## src/rtl/demux_stream_1to4.sv

```systemverilog
`default_nettype none
// ============================================================================
// Module      : demux_stream_1to4
// Description : Registered 1-to-4 stream demultiplexer. It takes one word per
//               cycle on a single valid/ready input and steers it into one of
//               four one-entry output holding registers. The target channel
//               comes either from the per-word select tag or from an internal
//               round-robin pointer.
// Ports       : clk        - rising-edge clock
//               rst_n      - asynchronous active-low reset
//               rr_mode    - 1: route by rr_ptr, 0: route by in_sel
//               in_valid   - input word present
//               in_ready   - input word accepted this cycle (if valid)
//               in_sel     - target channel when rr_mode=0
//               in_data    - input word
//               out_valid  - bit k: channel k holds a word
//               out_ready  - bit k: channel k consumer takes the word
//               out_data   - channel k word at [k*WIDTH +: WIDTH]
//               rr_ptr     - current round-robin pointer
// Revision    : 1.0 - initial release
// ============================================================================
module demux_stream_1to4 #(
    parameter int WIDTH = 8
) (
    input  logic               clk,
    input  logic               rst_n,
    input  logic               rr_mode,
    input  logic               in_valid,
    output logic               in_ready,
    input  logic [1:0]         in_sel,
    input  logic [WIDTH-1:0]   in_data,
    output logic [3:0]         out_valid,
    input  logic [3:0]         out_ready,
    output logic [4*WIDTH-1:0] out_data,
    output logic [1:0]         rr_ptr
);

    localparam int C_NUM_CH = 4;

    logic [1:0] r_rr_ptr_q;
    logic [1:0] w_rr_ptr_d;
    logic [1:0] w_target;
    logic       w_accept;

    // Only the target channel gates acceptance, so a stalled neighbour never
    // blocks traffic to other lanes. A full target may still accept when it
    // drains in the same cycle, which gives bubble-free refill.
    always_comb begin
        w_target = rr_mode ? r_rr_ptr_q : in_sel;
        in_ready = ~out_valid[w_target] | out_ready[w_target];
        w_accept = in_valid & in_ready;
    end

    // Pointer moves only when a word is actually routed by it.
    always_comb begin
        w_rr_ptr_d = r_rr_ptr_q;
        if (w_accept && rr_mode) begin
            w_rr_ptr_d = r_rr_ptr_q + 2'd1;
        end
    end

    always_ff @(posedge clk or negedge rst_n) begin
        if (!rst_n) begin
            r_rr_ptr_q <= 2'd0;
        end else begin
            r_rr_ptr_q <= w_rr_ptr_d;
        end
    end

    assign rr_ptr = r_rr_ptr_q;

    for (genvar k = 0; k < C_NUM_CH; k++) begin : g_chan
        localparam logic [1:0] C_IDX = 2'(k);

        logic             w_load;
        logic             r_valid_q;
        logic             w_valid_d;
        logic [WIDTH-1:0] r_data_q;
        logic [WIDTH-1:0] w_data_d;

        // Load has priority over drain: a simultaneous drain and refill
        // leaves the slot full with the new word.
        always_comb begin
            w_load    = w_accept && (w_target == C_IDX);
            w_valid_d = r_valid_q;
            w_data_d  = r_data_q;
            if (w_load) begin
                w_valid_d = 1'b1;
                w_data_d  = in_data;
            end else if (r_valid_q && out_ready[k]) begin
                w_valid_d = 1'b0;
            end
        end

        // Data is left in place after a drain; it only changes on a load.
        always_ff @(posedge clk or negedge rst_n) begin
            if (!rst_n) begin
                r_valid_q <= 1'b0;
                r_data_q  <= '0;
            end else begin
                r_valid_q <= w_valid_d;
                r_data_q  <= w_data_d;
            end
        end

        assign out_valid[k]                = r_valid_q;
        assign out_data[k*WIDTH +: WIDTH]  = r_data_q;
    end : g_chan

endmodule : demux_stream_1to4
`default_nettype wire
```

## config.mk

```make
export PLATFORM = sky130hd
export DESIGN_NAME = demux_stream_1to4
export DESIGN_NICKNAME = d
export VERILOG_FILES = /design/src/rtl/demux_stream_1to4.sv
export SDC_FILE = /design/constraint.sdc
export NUM_CORES = 1
export LEC_CHECK = 0
export CORE_UTILIZATION = 44
export CTS_CLUSTER_SIZE = 28
export DETAILED_ROUTE_END_ITERATION = 10
export GPL_ROUTABILITY_DRIVEN = 0
export GPL_TIMING_DRIVEN = 0
export PLACE_DENSITY = 0.74
export SLEW_MARGIN = 20
export SYNTH_ARGS = -nofsm -noshare
export SYNTH_HDL_FRONTEND = slang
export SYNTH_SLANG_ARGS = --single-unit
```

## constraint.sdc

```tcl
create_clock -name clk -period 1.8 [get_ports clk]
set_input_delay 0.36 -clock clk [delete_from_list [all_inputs] [get_ports clk]]
set_output_delay 0.36 -clock clk [all_outputs]
set_load 0.02 [all_outputs]
```

==> out/summary.json <==
{
  "run_status": {"value": "finished with violations"},
  "violations": {"value": "negative setup slack"},
  "vias": {"value": 1092},
  "die_x": {"value": 63.22, "unit": "um"},
  "clock_latency": {"value": 0.29, "unit": "ns"},
  "grt_start_max_net_pins": {"value": 21},
  "timing.critical_path.slowest_stage_cell": {"value": "sky130_fd_sc_hd__dfrtp_2"},
  "yosysWarningCount": {"value": 0},
  "worstPathMaxFanout": {"value": 6},
  "worst_setup_path_start_kind": {"value": "register"},
  "fp-row-count": {"value": 21},
  "maxSlewViolCount": {"value": 0},
  "seqPwrFrac": {"value": 35.2, "unit": "%"},
  "globalRouteOverflowTotal": {"value": 0},
  "p_switching": {"value": 1.513, "unit": "mW"},
  "power.ir.vdd_worst": {"value": 0.0009595, "unit": "V"},
  "synth.net_count": {"value": 123},
  "drt-wirelength-per-cell": {"value": 15.37, "unit": "um"},
  "setup_repair_after_global_routing_missed_its_margin": {"value": "yes"},
  "number_of_standard_cells_after_synthesis": {"value": 105},
  "holdWs": {"value": 0.02808, "unit": "ns"},
  "cts_inserted_buffers": {"value": 5},
  "p_total": {"value": 4.248, "unit": "mW"},
  "power_frac_clock": {"value": 14.3, "unit": "%"},
  "worstMarginPinSlew": {"value": 0.5004, "unit": "ns"},
  "design.portCount": {"value": 57},
  "max_freq": {"value": 539.7, "unit": "MHz"},
  "ys_seq_elements": {"value": 38},
  "mappedNetlistArea": {"value": 1649, "unit": "um^2"},
  "drt_iter0_markers": {"value": 19},
  "clock_tree.buffer_depth": {"value": 2},
  "tritoncts": {"value": "done"},
  "grt_antenna_before_repair": {"value": 0},
  "flow.area_growth_from_synthesis": {"value": 47.12, "unit": "%"},
  "p_leak": {"value": 1.069, "unit": "nW"},
  "initial_utilization": {"value": 47.55, "unit": "%"},
  "ys_seq_area_share": {"value": 57.66, "unit": "%"},
  "cp_cell_sequence": {"value": "mux2_4, mux2i_2, mux2i_1, buf_4"},
  "timing.clock.skew": {"value": 0.001249, "unit": "ns"},
  "first_global_vias": {"value": 1180},
  "grt_first_pass_wirelength": {"value": 5.892, "unit": "mm"},
  "combinational_group_share_of_total_power": {"value": 50.5, "unit": "%"},
  "finalSetupViolCount": {"value": 1},
  "p_sw_share": {"value": 35.61, "unit": "%"},
  "layout-drive-gt1-share": {"value": 36.78, "unit": "%"},
  "yosys.cell_types.count": {"value": 18},
  "timing_worst_setup_path_type": {"value": "reg -> out"},
  "post-route-min-period": {"value": 1.853, "unit": "ns"},
  "sinks_on_clock_net": {"value": 38},
  "fin_util": {"value": 69.95, "unit": "%"},
  "antenna_left": {"value": 0},
  "min_period_over_period": {"value": 102.9, "unit": "%"},
  "die_y": {"value": 63.22, "unit": "um"},
  "core_area": {"value": 3468, "unit": "um^2"},
  "drt-pass1-iter-count": {"value": 4},
  "cp_slowest_stage_delay": {"value": 0.45, "unit": "ns"},
  "hold_class": {"value": "in -> async"},
  "portBuffers": {"value": 54},
  "layout_setup_ws": {"value": -0.05277, "unit": "ns"},
  "cts.reportedPaths.clkPinSlew": {"value": 0.07, "unit": "ns"},
  "finalHoldViolations": {"value": 0},
  "fillerInstances": {"value": 264},
  "clock_root_cell": {"value": "sky130_fd_sc_hd__clkbuf_8"},
  "drc_errors": {"value": 0},
  "overall_track_demand_over_capacity_in_global_routing": {"value": 20.02, "unit": "%"},
  "cp_data_required_time": {"value": 1.44, "unit": "ns"},
  "synth.avg_cell_area": {"value": 15.71, "unit": "um^2"},
  "htree_num_levels": {"value": 2},
  "maximum_capacitance_violations": {"value": 0},
  "power.internal": {"value": 2.736, "unit": "mW"},
  "hpwlAfterDp": {"value": 2.386, "unit": "mm"},
  "avgViaCountPerCell": {"value": 4.964},
  "r2r_setup_slack": {"value": 0.24, "unit": "ns"},
  "design.die.area": {"value": 3997, "unit": "um^2"},
  "finalWirelength": {"value": 3.381, "unit": "mm"},
  "timing.slew.headroom": {"value": 66.64, "unit": "%"},
  "cp_data_arrival_time": {"value": 1.49, "unit": "ns"},
  "total_power_per_unit_cell_area": {"value": 1751, "unit": "nW/um^2"},
  "num_antenna_cells": {"value": 0},
  "nNetsFinal": {"value": 191},
  "worst_setup_path_end_kind": {"value": "output pin"}
}
power by group through the flow:
stage | combinational [mW] | clock (mW) | sequential [mW]
after floorplan | 0.618 | 0 | 1.97
after global placement | 2.07 | 0 | 1.49
after detailed placement | 2.10 | 0 | 1.51
after CTS | 2.14 | 0.632 | 1.50
after global routing | 2.28 | 0.680 | 1.55
final | 2.14 | 0.607 | 1.50
final timing paths:
check                                      start  cells after the start               endpoint
max reg2reg                            rr_ptr[0]                      4  g_chan[1].r_data_q[7]
max                                    rr_ptr[1]                      4               in_ready
min                                        rst_n                      1              rr_ptr[0]
max in group asynchronous                  rst_n                      2  g_chan[3].r_data_q[1]
min in group clk                         rr_mode                      3              rr_ptr[0]
min reg2reg                g_chan[3].r_data_q[2]                      1  g_chan[3].r_data_q[2]
worst max-delay path, delay by kind of cell (launching register included):
family | cells | cell delay (ns)
buf+inv | 1 | 0.16
flops | 1 | 0.45
mux | 3 | 0.59
what timing repair did:
item | 4_1_cts | 5_1_grt
hold buffers | 0 | 0
buffers inserted | 4 | 2
setup endpoints to repair | 1 | 3
resized for setup | 10 | 3
hold endpoints to repair | 0 | 0
sequential cells by signal (all words and copies together), names as in the netlist:
name / cells
g_chan.r_data_q: 32
g_chan.r_valid_q: 4
rr_ptr: 2
cell usage after synthesis (all sizes together):
library cell,count,area share (%)
buf,6,3.0
o31ai,1,0.46
nand3,1,0.30
nor2b,1,0.38
dfrtp,38,58
a21oi,1,0.30
nand2b,4,1.5
mux2i,5,4.6
mux2,34,24
nor3,1,0.30
nand4,4,5.2
nor2,1,0.23
nand2,5,1.1
o21ai,3,0.91
logic make-up (layout without fill, tap and decap cells):
group	Yosys count	after routing	synth area share [%]
simple gates	17	17	9.028
compound gates	5	5	1.669
buf+inv	6	75	2.959
mux	39	39	28.68
flops	38	38	57.66
stage by stage:
step | worst slack (ns) | cell area [um^2] | std cells | TNS [ns]
floorplan | 0.1032 | 1649 | 105 | 0
global placement | -0.6339 | 2247 | 205 | -18.47
detailed placement | -0.6490 | 2270 | 206 | -2.455
CTS | -0.04634 | 2402 | 218 | -0.04634
global route | -0.09923 | 2426 | 220 | -0.09923
finish | -0.05277 | 2426 | 220 | -0.05277
layout make-up:
class                      count  area, um^2  share of cell area (%)
clock inverter                 2       12.51                  0.5157
multi-input combinational     61       663.1                   27.33
timing repair buffer          61       609.3                   25.12
buffer                         6       48.80                   2.011
tap                           46       57.56                   2.372
sequential                    38       952.2                   39.25
clock buffer                   6       82.58                   3.404
placed cells by master (no fill, tap or decap), types with 2 or more instances in the layout:
| cell | count |
|---|---|
| sky130_fd_sc_hd__mux2i_4 | 2 |
| sky130_fd_sc_hd__dfrtp_1 | 37 |
| sky130_fd_sc_hd__mux2i_1 | 2 |
| sky130_fd_sc_hd__nand4_4 | 4 |
| sky130_fd_sc_hd__mux2_2 | 27 |
| sky130_fd_sc_hd__buf_4 | 12 |
| sky130_fd_sc_hd__nand2b_1 | 2 |
| sky130_fd_sc_hd__o21ai_0 | 3 |
| sky130_fd_sc_hd__mux2_1 | 3 |
| sky130_fd_sc_hd__dlymetal6s2s_1 | 2 |
| sky130_fd_sc_hd__nand2_1 | 5 |
| sky130_fd_sc_hd__clkbuf_8 | 6 |
| sky130_fd_sc_hd__clkdlybuf4s50_1 | 49 |
| sky130_fd_sc_hd__mux2_4 | 4 |
routing by layer:
metal | wire [um] | share of wire (%) | up-vias | GRT usage [%]
met4 | 57 | 1.7 | 0 | 8.523
li1 | - | - | 508 | -
met2 | 1592 | 47 | 45 | 31.72
met1 | 1426 | 42 | 532 | 22.92
met5 | 0 | 0 | - | 0
met3 | 305 | 9.0 | 7 | 9.783
Note: power is estimated with default switching activity, not from simulation.
